==> config.mk <==
export PLATFORM = sky130hd
export DESIGN_NAME = multicycle_controller
export DESIGN_NICKNAME = d
export VERILOG_FILES = /design/src/rtl/multicycle_controller.sv
export SDC_FILE = /design/constraint.sdc
export NUM_CORES = 1
export LEC_CHECK = 0
export BUFFER_PORTS_ARGS = -buffer_cell sky130_fd_sc_hd__buf_2
export CAP_MARGIN = 5
export CORE_MARGIN = 10
export CORE_UTILIZATION = 50
export DETAILED_ROUTE_END_ITERATION = 16
export GPL_ROUTABILITY_DRIVEN = 0
export PLACE_DENSITY = 0.83
export RECOVER_POWER = 25
export SYNTH_ARGS = -nofsm -noshare
export SYNTH_HDL_FRONTEND = slang
export SYNTH_SLANG_ARGS = --single-unit
==> constraint.sdc <==
create_clock -name clk_i -period 7.3 [get_ports clk_i]
set_clock_uncertainty 0.15 [all_clocks]
set_input_delay 1.095 -clock clk_i [delete_from_list [all_inputs] [get_ports clk_i]]
set_output_delay 1.095 -clock clk_i [all_outputs]
set_load 0.005 [all_outputs]
==> src/rtl/multicycle_controller.sv <==
// Multi-cycle FETCH/DECODE/EXEC/MEM/WB sequencer for a single-issue MIPS datapath.
// Drives per-phase datapath strobes with ready handshakes and memory-timeout detection.
module multicycle_controller #(
    parameter int unsigned MEM_TIMEOUT = 15,
    parameter int unsigned RETIRE_W    = 16
) (
    input  logic                clk_i,
    input  logic                rst_i,
    input  logic                run_i,
    input  logic [5:0]          opcode_i,
    input  logic                zero_out_i,
    input  logic                imem_ready_i,
    input  logic                dmem_ready_i,
    output logic                imem_req_o,
    output logic                ir_load_o,
    output logic                pc_write_en_o,
    output logic [1:0]          pc_sel_o,
    output logic                alu_src_sel_o,
    output logic                dmem_read_en_o,
    output logic                dmem_write_en_o,
    output logic                reg_write_en_o,
    output logic                reg_dst_sel_o,
    output logic                wb_sel_o,
    output logic                instr_retired_o,
    output logic [RETIRE_W-1:0] retired_count_o,
    output logic                illegal_op_o,
    output logic                timeout_o,
    output logic [2:0]          state_o
);

    localparam int unsigned CntW = (MEM_TIMEOUT < 1) ? 1 : $clog2(MEM_TIMEOUT + 1);
    localparam logic [CntW-1:0] TimeoutVal = CntW'(MEM_TIMEOUT);

    localparam logic [5:0] OpRtype = 6'h00;
    localparam logic [5:0] OpLw    = 6'h23;
    localparam logic [5:0] OpSw    = 6'h2B;
    localparam logic [5:0] OpBeq   = 6'h04;
    localparam logic [5:0] OpJ     = 6'h02;

    typedef enum logic [2:0] {
        StIdle   = 3'd0,
        StFetch  = 3'd1,
        StDecode = 3'd2,
        StExec   = 3'd3,
        StMem    = 3'd4,
        StWb     = 3'd5,
        StHalt   = 3'd6
    } state_e;

    state_e              state_q, state_d;
    logic [CntW-1:0]     cnt_q, cnt_d;
    logic [RETIRE_W-1:0] retired_count_q, retired_count_d;
    logic                illegal_q, illegal_d;
    logic                timeout_q, timeout_d;
    logic                retire;

    always_comb begin
        state_d         = state_q;
        cnt_d           = cnt_q;
        illegal_d       = illegal_q;
        timeout_d       = timeout_q;
        retire          = 1'b0;
        imem_req_o      = 1'b0;
        ir_load_o       = 1'b0;
        pc_write_en_o   = 1'b0;
        pc_sel_o        = 2'b00;
        alu_src_sel_o   = 1'b0;
        dmem_read_en_o  = 1'b0;
        dmem_write_en_o = 1'b0;
        reg_write_en_o  = 1'b0;
        reg_dst_sel_o   = 1'b0;
        wb_sel_o        = 1'b0;

        case (state_q)
            StIdle: begin
                if (run_i) begin
                    state_d = StFetch;
                    cnt_d   = '0;
                end
            end
            StFetch: begin
                imem_req_o = 1'b1;
                // Ready on the final count still wins over the fault.
                if (imem_ready_i) begin
                    ir_load_o = 1'b1;
                    state_d   = StDecode;
                end else if (cnt_q == TimeoutVal) begin
                    state_d   = StHalt;
                    timeout_d = 1'b1;
                end else begin
                    cnt_d = cnt_q + CntW'(1);
                end
            end
            StDecode: begin
                case (opcode_i)
                    OpJ: begin
                        pc_write_en_o = 1'b1;
                        pc_sel_o      = 2'b10;
                        retire        = 1'b1;
                    end
                    OpRtype, OpLw, OpSw, OpBeq: state_d = StExec;
                    default: begin
                        state_d   = StHalt;
                        illegal_d = 1'b1;
                    end
                endcase
            end
            StExec: begin
                case (opcode_i)
                    OpRtype: state_d = StWb;
                    OpLw, OpSw: begin
                        alu_src_sel_o = 1'b1;
                        state_d       = StMem;
                        cnt_d         = '0;
                    end
                    OpBeq: begin
                        pc_write_en_o = 1'b1;
                        pc_sel_o      = zero_out_i ? 2'b01 : 2'b00;
                        retire        = 1'b1;
                    end
                    default: begin
                        state_d   = StHalt;
                        illegal_d = 1'b1;
                    end
                endcase
            end
            StMem: begin
                alu_src_sel_o   = 1'b1;
                dmem_read_en_o  = (opcode_i == OpLw);
                dmem_write_en_o = (opcode_i != OpLw);
                if (dmem_ready_i) begin
                    if (opcode_i == OpLw) begin
                        state_d = StWb;
                    end else begin
                        pc_write_en_o = 1'b1;
                        retire        = 1'b1;
                    end
                end else if (cnt_q == TimeoutVal) begin
                    state_d   = StHalt;
                    timeout_d = 1'b1;
                end else begin
                    cnt_d = cnt_q + CntW'(1);
                end
            end
            StWb: begin
                reg_write_en_o = 1'b1;
                reg_dst_sel_o  = (opcode_i == OpRtype);
                wb_sel_o       = (opcode_i == OpLw);
                alu_src_sel_o  = (opcode_i == OpLw);
                pc_write_en_o  = 1'b1;
                retire         = 1'b1;
            end
            StHalt: state_d = StHalt;
            default: state_d = StHalt;
        endcase

        // run is sampled at retire so a dropped run still lets the instruction finish.
        if (retire) begin
            state_d = run_i ? StFetch : StIdle;
            cnt_d   = '0;
        end
        retired_count_d = retired_count_q + RETIRE_W'(retire);
    end

    always_ff @(posedge clk_i or posedge rst_i) begin
        if (rst_i) begin
            state_q         <= StIdle;
            cnt_q           <= '0;
            retired_count_q <= '0;
            illegal_q       <= 1'b0;
            timeout_q       <= 1'b0;
        end else begin
            state_q         <= state_d;
            cnt_q           <= cnt_d;
            retired_count_q <= retired_count_d;
            illegal_q       <= illegal_d;
            timeout_q       <= timeout_d;
        end
    end

    assign instr_retired_o = retire;
    assign retired_count_o = retired_count_q;
    assign illegal_op_o    = illegal_q;
    assign timeout_o       = timeout_q;
    assign state_o         = state_q;

endmodule

==> results of run 1 <==
## cell type report
cell class / count / share of cell area (%)
Timing Repair Buffer: 44 / 11.8
Multi-Input combinational cell: 140 / 48.7
Clock inverter: 1 / 0.402
Tap cell: 44 / 2.95
Clock buffer: 3 / 1.21
Inverter: 7 / 1.41
Sequential cell: 25 / 33.5
## cells in the mapped netlist, drive strengths merged
| cell | count |
|---|---|
| or3 | 2 |
| a31o | 2 |
| o21bai | 1 |
| or2b | 1 |
| and2 | 1 |
| nand4b | 1 |
| a2111oi | 2 |
| nand2 | 15 |
| a31oi | 1 |
| nand3b | 2 |
| o311ai | 1 |
| o221a | 1 |
| nand4 | 4 |
| o21a | 1 |
| nor3b | 1 |
| and4b | 1 |
| nor2b | 1 |
| o2bb2ai | 1 |
| buf | 5 |
| o22ai | 4 |
| and3 | 7 |
| or3b | 1 |
| and4 | 2 |
| a21o | 2 |
| o31ai | 2 |
| a21oi | 5 |
| nor4 | 2 |
| ha | 7 |
| nor3 | 6 |
| inv | 7 |
| nor2 | 21 |
| xnor2 | 12 |
| nand3 | 14 |
| o21ai | 11 |
| xor2 | 2 |
| dfrtp | 25 |
| mux2i | 1 |
| nand2b | 2 |
## cell families after synthesis
logic type                 count (synthesis)  share of synthesized area (%)
muxes                                      1                          0.630
xor gates and xnor gates                  14                           7.72
adders and majority gates                  7                           5.51
and+or+nand+nor                           84                           27.6
AOI/OAI and AO/OA                         34                           15.7
DFF                                       25                           39.4
buffers and inverters                     12                           3.39
## cells in the final DEF, fill, tap and decap left out, types with 2 or more instances in the layout
cell type | synthesis | final
and3_1 | 6 | 6
a21o_1 | 2 | 2
ha_1 | 7 | 7
nand2_1 | 15 | 15
o21ai_1 | 2 | 2
xor2_1 | 2 | 2
nand4_1 | 4 | 4
clkbuf_4 | 0 | 3
nand2b_1 | 2 | 2
nand3_1 | 14 | 14
dfrtp_1 | 25 | 25
nor4_1 | 2 | 2
a31o_1 | 2 | 2
o22ai_1 | 4 | 4
and4_1 | 2 | 2
a21oi_1 | 5 | 5
xnor2_1 | 12 | 12
inv_1 | 7 | 7
buf_2 | 4 | 44
nor2_1 | 21 | 21
o21ai_0 | 9 | 9
nand3b_1 | 2 | 2
nor3_1 | 5 | 5
## sequential cells by signal (all words and copies together), names as in the netlist
| signal | flops |
|---|---|
| illegal_op_o | 1 |
| timeout_o | 1 |
| retired_count_o | 16 |
| state_o | 3 |
| cnt_q | 4 |
## layer usage
metal	wire length, um	up-vias	GRT usage [%]
li1	-	726	-
met1	1680	695	14.8
met2	1820	34	21.1
met3	179	2	3.30
met4	14	0	1.12
met5	0	-	0
## power by group through the flow
stage,logic (W),registers (W),clock network (W)
floorplan,0.000189,0.000196,0
global placement,0.000235,0.000221,0
detailed placement,0.000239,0.000221,0
CTS,0.000240,0.000218,0.0000627
global route,0.000272,0.000226,0.0000682
finish,0.000239,0.000219,0.0000600
## through the flow
stage,std cells,setup slack [ns]
after floorplan,177,3.83
after global placement,260,3.62
after detailed placement,260,3.58
after CTS,264,3.58
after global routing,264,3.48
final,264,3.58
## worst min path at each step
stage | slack [ns] | to | cells after the start
after global routing | 0.34 | timeout_o | 1
after CTS | 0.32 | timeout_o | 1
after detailed placement | 0.29 | timeout_o | 1
after global placement | 0.29 | timeout_o | 1
final | 0.32 | timeout_o | 1
after floorplan | 0.30 | timeout_o | 1
==> results by stage, run 1 <==
Timing:
- The accumulated negative setup slack is 0 ns.
- For the pin with the worst max-slew slack, the measured transition is 0.890 ns.
- The timing-limited maximum frequency is 0.269 GHz.
- The total count of hold-check failures in the final report is 0.
- The worst-case hold slack is 0.315 ns.
- The post-route fraction of the period consumed by the critical path is 50.9%.
- The worst slew margin relative to its limit is 40.6%.
- The max-slew violation count came to 0.
- The smallest clock period supported by the final layout is computed as 3.72 ns.
- Setup repair after global routing left no endpoint under its margin.
- Setup violations remaining at the end of the flow were counted as 0.

Clock tree:
- CTS built an H-tree with a depth of 1.
- The number of setup buffers added after CTS is 0.
- Clock latency on the worst-skew pair, taken at its later pin, is 0.31 ns.
- The TritonCTS clock tree is done.
- No sink is reached through more buffers than the 2 on the longest clock path.
- The clock-pin slew on the worst setup and hold paths is 0.12 ns.
- Clock tree synthesis found a total of 25 sinks.
- The tree is rooted in a clkbuf_4.
- The count of hold-fix buffers inserted at cts is 0.
- The number of buffers created by CTS is 3.
- Once the clock tree was built, the resizer swapped 0 gates to a different size.

Critical path:
- The kind of capture point of the worst setup path is a primary output.
- Together, buffers and inverters on the worst path number 3.
- The capturing instance or port of the critical path is pc_write_en_o.
- The count of cells along the worst register-to-register path is 10.
- The critical path goes through buf_2 > or3_1 > a2111oi_4 > o31ai_2 > inv_1 > buf_2.
- The start of the worst register-to-register path is state_o[0].
- The number of gates on the worst path with buffers counted is 6.
- In this run the register-to-register setup slack is 4.22 ns.
- The largest individual stage delay along the critical path comes from the cell or3_1.
- The dominant delay contributor by cell family on the critical path is compound AO/OA/AOI/OAI gates.
- For the worst setup path, the data arrival time is 2.47 ns.
- The critical path starts at opcode_i[0].
- The startpoint type of the worst setup path is a primary input.
- Of all nets on the critical path, the largest fanout is 5.
- The critical path class is in -> out.
- The critical path's largest stage delay is 0.44 ns.
- At the worst endpoint, the required time is 6.05 ns.
- In this run the critical register-to-register path is captured at retired_count_o[10].
- The most numerous cell on the critical path is buf_2.

Floorplanning:
- For this configuration, the core starts out at a cell density of 52.0%.
- The die width is 76.4 um.
- The vertical die dimension is 76.4 um.
- Pin placement for this block handled 45 I/O pins.
- The initialized floorplan defines 20 standard-cell rows.
- The die covers 5830 um^2.
- The core area is 3050 um^2.

Synth:
- After synthesis, the largest area contributor takes up 39.4% of total cell area.
- The synthesized instance count is 177.
- The mean instance size in the synthesized netlist is 8.98 um^2.
- Yosys attributes the largest share of cell area to dfrtp_1 39%, xnor2_1 6.6%, ha_1 5.5%, nor2_1 5.0%, nand3_1 4.4%.
- The post-synthesis cell area is 1590 um^2.
- The library cell with the largest summed area after synthesis is dfrtp_1.
- The number of nets in the synthesized netlist is 196.
- The flip-flop and latch count after synthesis is 25.
- For this run, the register share of the synthesized area comes to 39.4%.
- The warning count from the yosys run is 0.
- The number of distinct library cells after synthesis is 45.

GRT:
- The overall routing resource usage is 12.0%.
- The pin count of the biggest net entering global routing is 26.
- The number of antenna violations at the first check in global routing is 0.
- The global-route wire length before repair is 6.24 mm.
- The number of global-route vias before repair is 1350.
- The remaining global-route overflow is 0.

Power and ir drop:
- The total leakage power is 0.915 nW.
- Cell internal power was estimated by the tool at 0.000290 W.
- The worst-case IR drop observed on VDD is 0.219 mV.
- The clock network power share is 11.6%.
- Sequential cells burn 42.3% of the power.
- The switching power summed over all nets is 0.000227 W.
- The switching fraction of total power is 43.9%.
- In this run the power density over the cells is 277 nW/um^2.
- Summing internal, switching and leakage power gives 0.000518 W.
- Per report_power, the combinational group accounts for 46.1% of the total.

Min path:
- The startpoint of the tightest hold check path is timeout_o.
- The path class of the tightest hold or removal check is reg -> reg.

Place:
- The count of port buffers added during placement is 44.
- The HPWL after detailed placement is 2.92 mm.
- In this run the cell area measured after placement is 1840 um^2.

Layout:
- The post-route netlist has 25.5% of its cells at a drive strength greater than 1.
- The multi-input gate area in the final layout is 910 um^2.
- The number of antenna repair diodes is 0.
- The count of filler cells inserted in the layout is 297.
- At the end of the flow the core is filled with cells to 61.1%.
- The register cell area after layout is 626 um^2.
- The total non-filler cell area in the finished layout is 1870 um^2.
- The net total in the final layout is 240.
- From synthesis to final layout, the design area changed by 17.5%.

Detailed routing:
- The detail-routed net length per standard cell is 14.0 um.
- The final wirelength is 3.69 mm.
- The detailed router placed 1457 vias in this run.
- The detail route stage leaves a number of antenna-violating nets equal to 0.
- The initial DRC count is 96.
- The pre-antenna-repair detailed-routing pass consisted of 4 iterations.
- For this run, design rule violations remaining after detail routing come to 0.
- Dividing the detail-routed via count by the number of cells gives 5.52.

Outcome:
- The run finished with clean final reports.

Run:
- The number of maximum-capacitance violations is 0.
Note: power is estimated with default switching activity, not from simulation.
==> inputs of run 2 (changes only) <==
Settings changed: CORE_UTILIZATION 50 to 47, PLACE_DENSITY 0.83 to 0.82.
Clock period 7.3 ns to 3.2 ns, I/O delays scaled along.
==> results by stage, run 2 (synthesis gave the netlist of run 1 again) <==
Power and ir drop:
- The areal power density over the cells is 650 nW/um^2 (was 277 nW/um^2).
- The total leakage power is 0.936 nW (was 0.915 nW).
- The highest ir drop seen on vdd was 0.308 mV (was 0.219 mV).

GRT:
- The overall routing resource usage was 13.2% (was 12.0%).
- The remaining global-route overflow came to 0 (unchanged).
- The number of antenna violations at the first check in global routing is 0 (unchanged).
- The global-route wire length before repair is 6.80 mm (was 6.24 mm).
- The pin count of the biggest net entering global routing is 26 (unchanged).
- The number of global-route vias before repair is 1444 (was 1350).

Detailed routing:
- The detail-routed net length per standard cell came to 14.8 um (was 14.0 um).
- The vias after detailed routing is 1498 (was 1457).
- The initial DRC count is 109 (was 96).
- The final wirelength is 4.00 mm (was 3.69 mm).
- The number of vias per cell after detailed routing was 5.55 (was 5.52).
- The residual antenna-violating net count after detailed routing is 0 (unchanged).
- The number of iterations in the first detailed-routing pass came to 4 (unchanged).
- The post-route DRC violation count is 0 (unchanged).

Layout:
- The count of filler cells inserted in the layout is 318 (was 297).
- The layout cell share with drive strength beyond 1 was 26.8% (was 25.5%).
- The most frequent standard cell in the layout excluding fill and tap cells is buf_2 (unchanged).
- Most used cells in the layout excluding fill and tap cells: 44 x buf_2, 25 x dfrtp_1, 21 x nor2_1 (unchanged).
- The net total in the final layout is 244 (was 240).
- The final standard cell count with taps included and fillers excluded is 270 (was 264).
- The number of antenna repair diodes is 0 (unchanged).
- The number of flip-flops under the largest register name is 16 (unchanged).
- The synthesis-to-finish area growth is 20.3% (was 17.5%).

Timing:
- Unrepaired setup endpoints after global routing: false (unchanged).
- The accumulated negative setup slack came to 0 ns (unchanged).
- Timing would allow up to 0.346 GHz.
- The number of failing setup endpoints in the final timing report came to 0 (unchanged).
- The total count of hold-check failures in the final report came to 0 (unchanged).
- The worst path uses 90.3% of the clock period.
- The time the worst path needs with I/O delays and setup is 2.89 ns.
- The worst slew margin relative to its limit was 38.7% (was 40.6%).
- The transition at the pin with the smallest max-transition slack came to 0.919 ns (was 0.890 ns).
- The max-slew violation count is 0 (unchanged).

Run:
- The number of maximum-capacitance violations was 0 (unchanged).

Critical path:
- The required time at the endpoint of the critical path is 3.29 ns (was 6.05 ns).
- The arrival time of the worst setup path came to 2.98 ns (was 2.47 ns).
- The critical path's largest stage delay is 0.50 ns (was 0.44 ns).
- Cell-by-cell trace of the critical path: or2b_1 > a2111oi_4 > o31ai_2 > inv_1 > ha_1 > ha_1 > nand2_1 > nor2_1 > nand2_1 > xnor2_1 (was buf_2 > or3_1 > a2111oi_4 > o31ai_2 > inv_1 > buf_2).
- The maximum net fanout on the critical path was 9 (was 5).
- The startpoint type of the worst setup path is a register (was primary input).
- The critical path class is reg -> reg (was in -> out).
- The kind of capture point of the worst setup path is a register (was primary output).
- The slowest cell on the critical path is dfrtp_1 (was or3_1).
- The dominant delay contributor by cell family on the critical path is simple AND/OR/NAND/NOR gates (was compound AO/OA/AOI/OAI gates).
- The sum of buffers and inverters on the critical path is 1 (was 3).

Clock tree:
- The clock latency reported for the late side of the worst-skew pair is 0.34 ns (was 0.31 ns).
- The number of sinks driven by the clock tree came to 25 (unchanged).
- The number of buffers created by CTS is 3 (unchanged).
- The clock-pin slew on the worst setup and hold paths is 0.15 ns (was 0.12 ns).
- The maximum buffer depth of the clock tree is 2 (unchanged).
- The buffer type at the clock tree root is clkbuf_4 (unchanged).
- The number of H-tree branching levels is 1 (unchanged).
- The TritonCTS clock tree was done (unchanged).

Place:
- The post-placement cell count is 266 (was 260).
- The HPWL reported at the end of detailed placement is 3.19 mm (was 2.92 mm).
- The count of port buffers added during placement is 44 (unchanged).

Floorplanning:
- The die width is 78.1 um (was 76.4 um).
- The core area is 3310 um^2 (was 3050 um^2).
- The vertical die dimension is 78.1 um (was 76.4 um).
- The number of standard-cell rows in the floorplan came to 21 (was 20).
- The top-level I/O count is 45 (unchanged).
- The die footprint is 6110 um^2 (was 5830 um^2).
- The effective utilization at floorplan is 48.0% (was 52.0%).

Outcome:
- Run status: complete, no violations (unchanged).

Min path:
- The type of the tightest min-delay check is in -> async (was reg -> reg).
==> run 2: changes by cell type in the layout (fill, tap and decap cells not counted), sizes merged <==
cell  change
buf       +4
==> run 2: repair_timing <==
item | in CTS | in global routing
buffers inserted | 0 | 0
resized for setup | 0 | 1
hold buffers | 0 | 0
setup endpoints to repair | 0 | 3
==> run 2: power breakdown <==
part / switching, W / internal [W]
Sequential: 0.0000776 / 0.000379
Combinational: 0.000370 / 0.000267
Clock: 0.000103 / 0.0000480
Total: 0.000550 / 0.000693
==> run 2: layer usage <==
layer	GRT usage, %	vias to the layer above	routed length [um]
li1	-	732	-
met1	14.6	713	1600
met2	22.8	45	2020
met3	3.30	8	265
met4	6.63	0	109
met5	0	-	0
==> run 2: stage by stage <==
| step | total power, W | hold WS (ns) | util, % | area (um^2) | worst slack, ns |
|---|---|---|---|---|---|
| floorplan | 0.000878 | 0.301 | - | 1590 | 0.573 |
| global route | 0.00135 | 0.248 | 57.7 | 1910 | 0.0125 |
| CTS | 0.00124 | 0.207 | 57.4 | 1900 | 0.218 |
| detailed placement | 0.00109 | 0.306 | 56.5 | 1870 | 0.214 |
| global placement | 0.00107 | 0.306 | 56.5 | 1870 | 0.352 |
| finish | 0.00124 | 0.165 | 57.7 | 1910 | 0.311 |
==> run 2: area by class of cell <==
class	instances	area, um^2	area share [%]
sequential	25	626	32.7
tap	46	57.6	3.01
multi-input combinational	140	922	48.2
clock inverter	1	7.51	0.393
inverter	7	26.3	1.37
clock buffer	3	22.5	1.18
timing repair buffer	48	250	13.1
==> run 2: path summary, 6_finish.rpt <==
kind / from / end / slack (ns) / depth (start not counted)
max: state_o[0] / retired_count_o[12] / 0.31 / 10
min: rst_i / retired_count_o[8] / 0.17 / 2
max reg2reg: state_o[0] / retired_count_o[12] / 0.31 / 10
min reg2reg: timeout_o / timeout_o / 0.33 / 1
max in group asynchronous: rst_i / state_o[2] / 2.17 / 2
min in group clk_i: timeout_o / timeout_o / 0.33 / 1
==> inputs of run 3 (changes only) <==
Settings changed: RECOVER_POWER 25 to 100.
==> results by stage, run 3 (synthesis gave the netlist of run 1 again) <==
Timing:
- The max-slew violation count is 0 (unchanged).
- The worst slew margin relative to its limit is 38.8% (was 38.7%).
- The time the worst path needs with I/O delays and setup is 2.91 ns (was 2.89 ns).
- The transition at the pin with the smallest max-transition slack came to 0.917 ns (was 0.919 ns).
- The timing-limited maximum frequency is 0.344 GHz (was 0.346 GHz).
- Unrepaired setup endpoints after global routing: false (unchanged).
- The accumulated negative setup slack is 0 ns (unchanged).
- The post-route fraction of the period consumed by the critical path is 90.9% (was 90.3%).
- The total count of hold-check failures in the final report is 0 (unchanged).
- The number of failing setup endpoints in the final timing report is 0 (unchanged).

GRT:
- The remaining global-route overflow is 0 (unchanged).
- The pin count of the biggest net entering global routing is 26 (unchanged).
- The overall routing resource usage came to 13.2% (unchanged).
- The number of antenna violations at the first check in global routing is 0 (unchanged).
- The global-route wire length before repair came to 6.80 mm (unchanged).
- The number of global-route vias before repair was 1444 (unchanged).

Floorplanning:
- The die width came to 78.1 um (unchanged).
- The number of standard-cell rows in the floorplan came to 21 (unchanged).
- The effective utilization at floorplan was 48.0% (unchanged).
- The vertical die dimension is 78.1 um (unchanged).
- The die footprint is 6110 um^2 (unchanged).
- The core area was 3310 um^2 (unchanged).
- The top-level I/O count is 45 (unchanged).

Min path:
- The type of the tightest min-delay check is in -> async (unchanged).

Critical path:
- The dominant delay contributor by cell family on the critical path is simple AND/OR/NAND/NOR gates (unchanged).
- The startpoint type of the worst setup path was a register (unchanged).
- Cell-by-cell trace of the critical path: or3b_1 > a2111oi_4 > o31ai_2 > inv_1 > ha_1 > ha_1 > nand2_1 > nor2_1 > nand2_1 > xnor2_1 (was or2b_1 > a2111oi_4 > o31ai_2 > inv_1 > ha_1 > ha_1 > nand2_1 > nor2_1 > nand2_1 > xnor2_1).
- The slowest cell on the critical path is dfrtp_1 (unchanged).
- The kind of capture point of the worst setup path is a register (unchanged).
- The maximum net fanout on the critical path is 9 (unchanged).
- The critical path's largest stage delay is 0.50 ns (about the same).
- The required time at the endpoint of the critical path is 3.29 ns (about the same).
- The arrival time of the worst setup path is 3.00 ns (was 2.98 ns).
- The sum of buffers and inverters on the critical path is 1 (unchanged).
- The critical path class is reg -> reg (unchanged).

Clock tree:
- The TritonCTS clock tree was done (unchanged).
- The maximum buffer depth of the clock tree is 2 (unchanged).
- The buffer type at the clock tree root is clkbuf_4 (unchanged).
- The number of buffers created by CTS was 3 (unchanged).
- The clock latency reported for the late side of the worst-skew pair is 0.34 ns (about the same).
- The clock-pin slew on the worst setup and hold paths is 0.15 ns (about the same).
- The number of sinks driven by the clock tree is 25 (unchanged).
- The count of hold-fix buffers inserted at cts was 0 (unchanged).
- The number of H-tree branching levels is 1 (unchanged).

Detailed routing:
- The initial DRC count is 94 (was 109).
- The number of vias per cell after detailed routing is 5.56 (was 5.55).
- The number of iterations in the first detailed-routing pass is 4 (unchanged).
- The detail-routed net length per standard cell was 14.8 um (about the same).
- The residual antenna-violating net count after detailed routing came to 0 (unchanged).
- The final wirelength is 4.00 mm (about the same).
- The vias after detailed routing came to 1502 (was 1498).
- The post-route DRC violation count came to 0 (unchanged).

Power and ir drop:
- The highest ir drop seen on vdd is 0.310 mV (was 0.308 mV).
- The combinational power share was 50.5% (was 51.2%).
- The switching power summed over all nets is 0.000553 W (was 0.000550 W).
- The switching fraction of total power came to 45.1% (was 44.3%).
- The total leakage power is 0.849 nW (was 0.936 nW).
- The proportion of power drawn by flip-flops and latches is 37.2% (was 36.7%).
- The clock network power share is 12.3% (was 12.1%).
- The areal power density over the cells is 654 nW/um^2 (was 650 nW/um^2).
- The internal power was 0.000674 W (was 0.000693 W).

Run:
- The number of maximum-capacitance violations is 0 (unchanged).

Place:
- The HPWL reported at the end of detailed placement is 3.19 mm (unchanged).
- The count of port buffers added during placement is 44 (unchanged).
- The post-placement cell count is 266 (unchanged).

Layout:
- The most frequent standard cell in the layout excluding fill and tap cells is dfrtp_1 (was buf_2).
- The final standard cell count with taps included and fillers excluded is 270 (unchanged).
- The number of flip-flops under the largest register name was 16 (unchanged).
- The net total in the final layout is 244 (unchanged).
- The layout cell share with drive strength beyond 1 is 16.5% (was 26.8%).
- The synthesis-to-finish area growth came to 18.1% (was 20.3%).
- The count of filler cells inserted in the layout is 330 (was 318).
- The number of antenna repair diodes is 0 (unchanged).
- Most used cells in the layout excluding fill and tap cells: 25 x dfrtp_1, 22 x buf_2, 22 x clkbuf_1 (was 44 x buf_2, 25 x dfrtp_1, 21 x nor2_1).
- The core utilization of the finished layout is 56.7% (was 57.7%).

Outcome:
- Run status: complete, no violations (unchanged).
run 3: cell types whose count changed in the layout (fill, tap and decap cells not counted), sizes merged:
cell	previous run	this run
clkbuf	3	27
buf	48	24
run 3: area by class of cell:
class,count,area [um^2],share of cell area [%]
clock buffers,3,22.5,1.20
inverters,7,26.3,1.40
multi-input cells,140,920,49.0
well taps,46,57.6,3.07
flip-flops and latches,25,626,33.3
repair buffers,48,218,11.6
clock inverters,1,7.51,0.400
run 3: path summary, 6_finish.rpt:
kind	startpoint	cells past startpoint	slack (ns)	end
min reg2reg	timeout_o	1	0.34	timeout_o
min in group clk_i	timeout_o	1	0.34	timeout_o
min	rst_i	2	0.17	retired_count_o[8]
max in group asynchronous	rst_i	2	2.17	state_o[2]
max reg2reg	state_o[0]	10	0.29	retired_count_o[12]
max	state_o[0]	10	0.29	retired_count_o[12]
run 3: repair_timing:
action	4_1_cts	5_1_grt
setup endpoints to repair	0	3
resized for setup	0	1
setup buffers	0	0
run 3: through the flow:
stage | worst slack [ns] | instance area [um^2] | hold WS (ns) | total power, W
after global placement | 0.352 | 1870 | 0.306 | 0.00107
final | 0.292 | 1880 | 0.165 | 0.00123
after detailed placement | 0.214 | 1870 | 0.306 | 0.00109
after floorplan | 0.573 | 1590 | 0.301 | 0.000878
after global routing | 0.0145 | 1880 | 0.248 | 0.00133
after CTS | 0.218 | 1900 | 0.207 | 0.00124
run 3: per-layer routing:
layer / share of wire [%] / GRT usage [%] / vias to the layer above
met5: 0 / 0 / -
met4: 2.7 / 6.63 / 0
met3: 5.7 / 3.30 / 8
li1: - / - / 734
met1: 41 / 14.6 / 721
met2: 51 / 22.8 / 39
run 3: power by group through the flow:
stage / logic [W] / registers, W / clock network, W
floorplan: 0.000431 / 0.000447 / 0
global placement: 0.000617 / 0.000457 / 0
detailed placement: 0.000632 / 0.000462 / 0
CTS: 0.000636 / 0.000455 / 0.000152
global route: 0.000698 / 0.000468 / 0.000167
finish: 0.000620 / 0.000456 / 0.000151
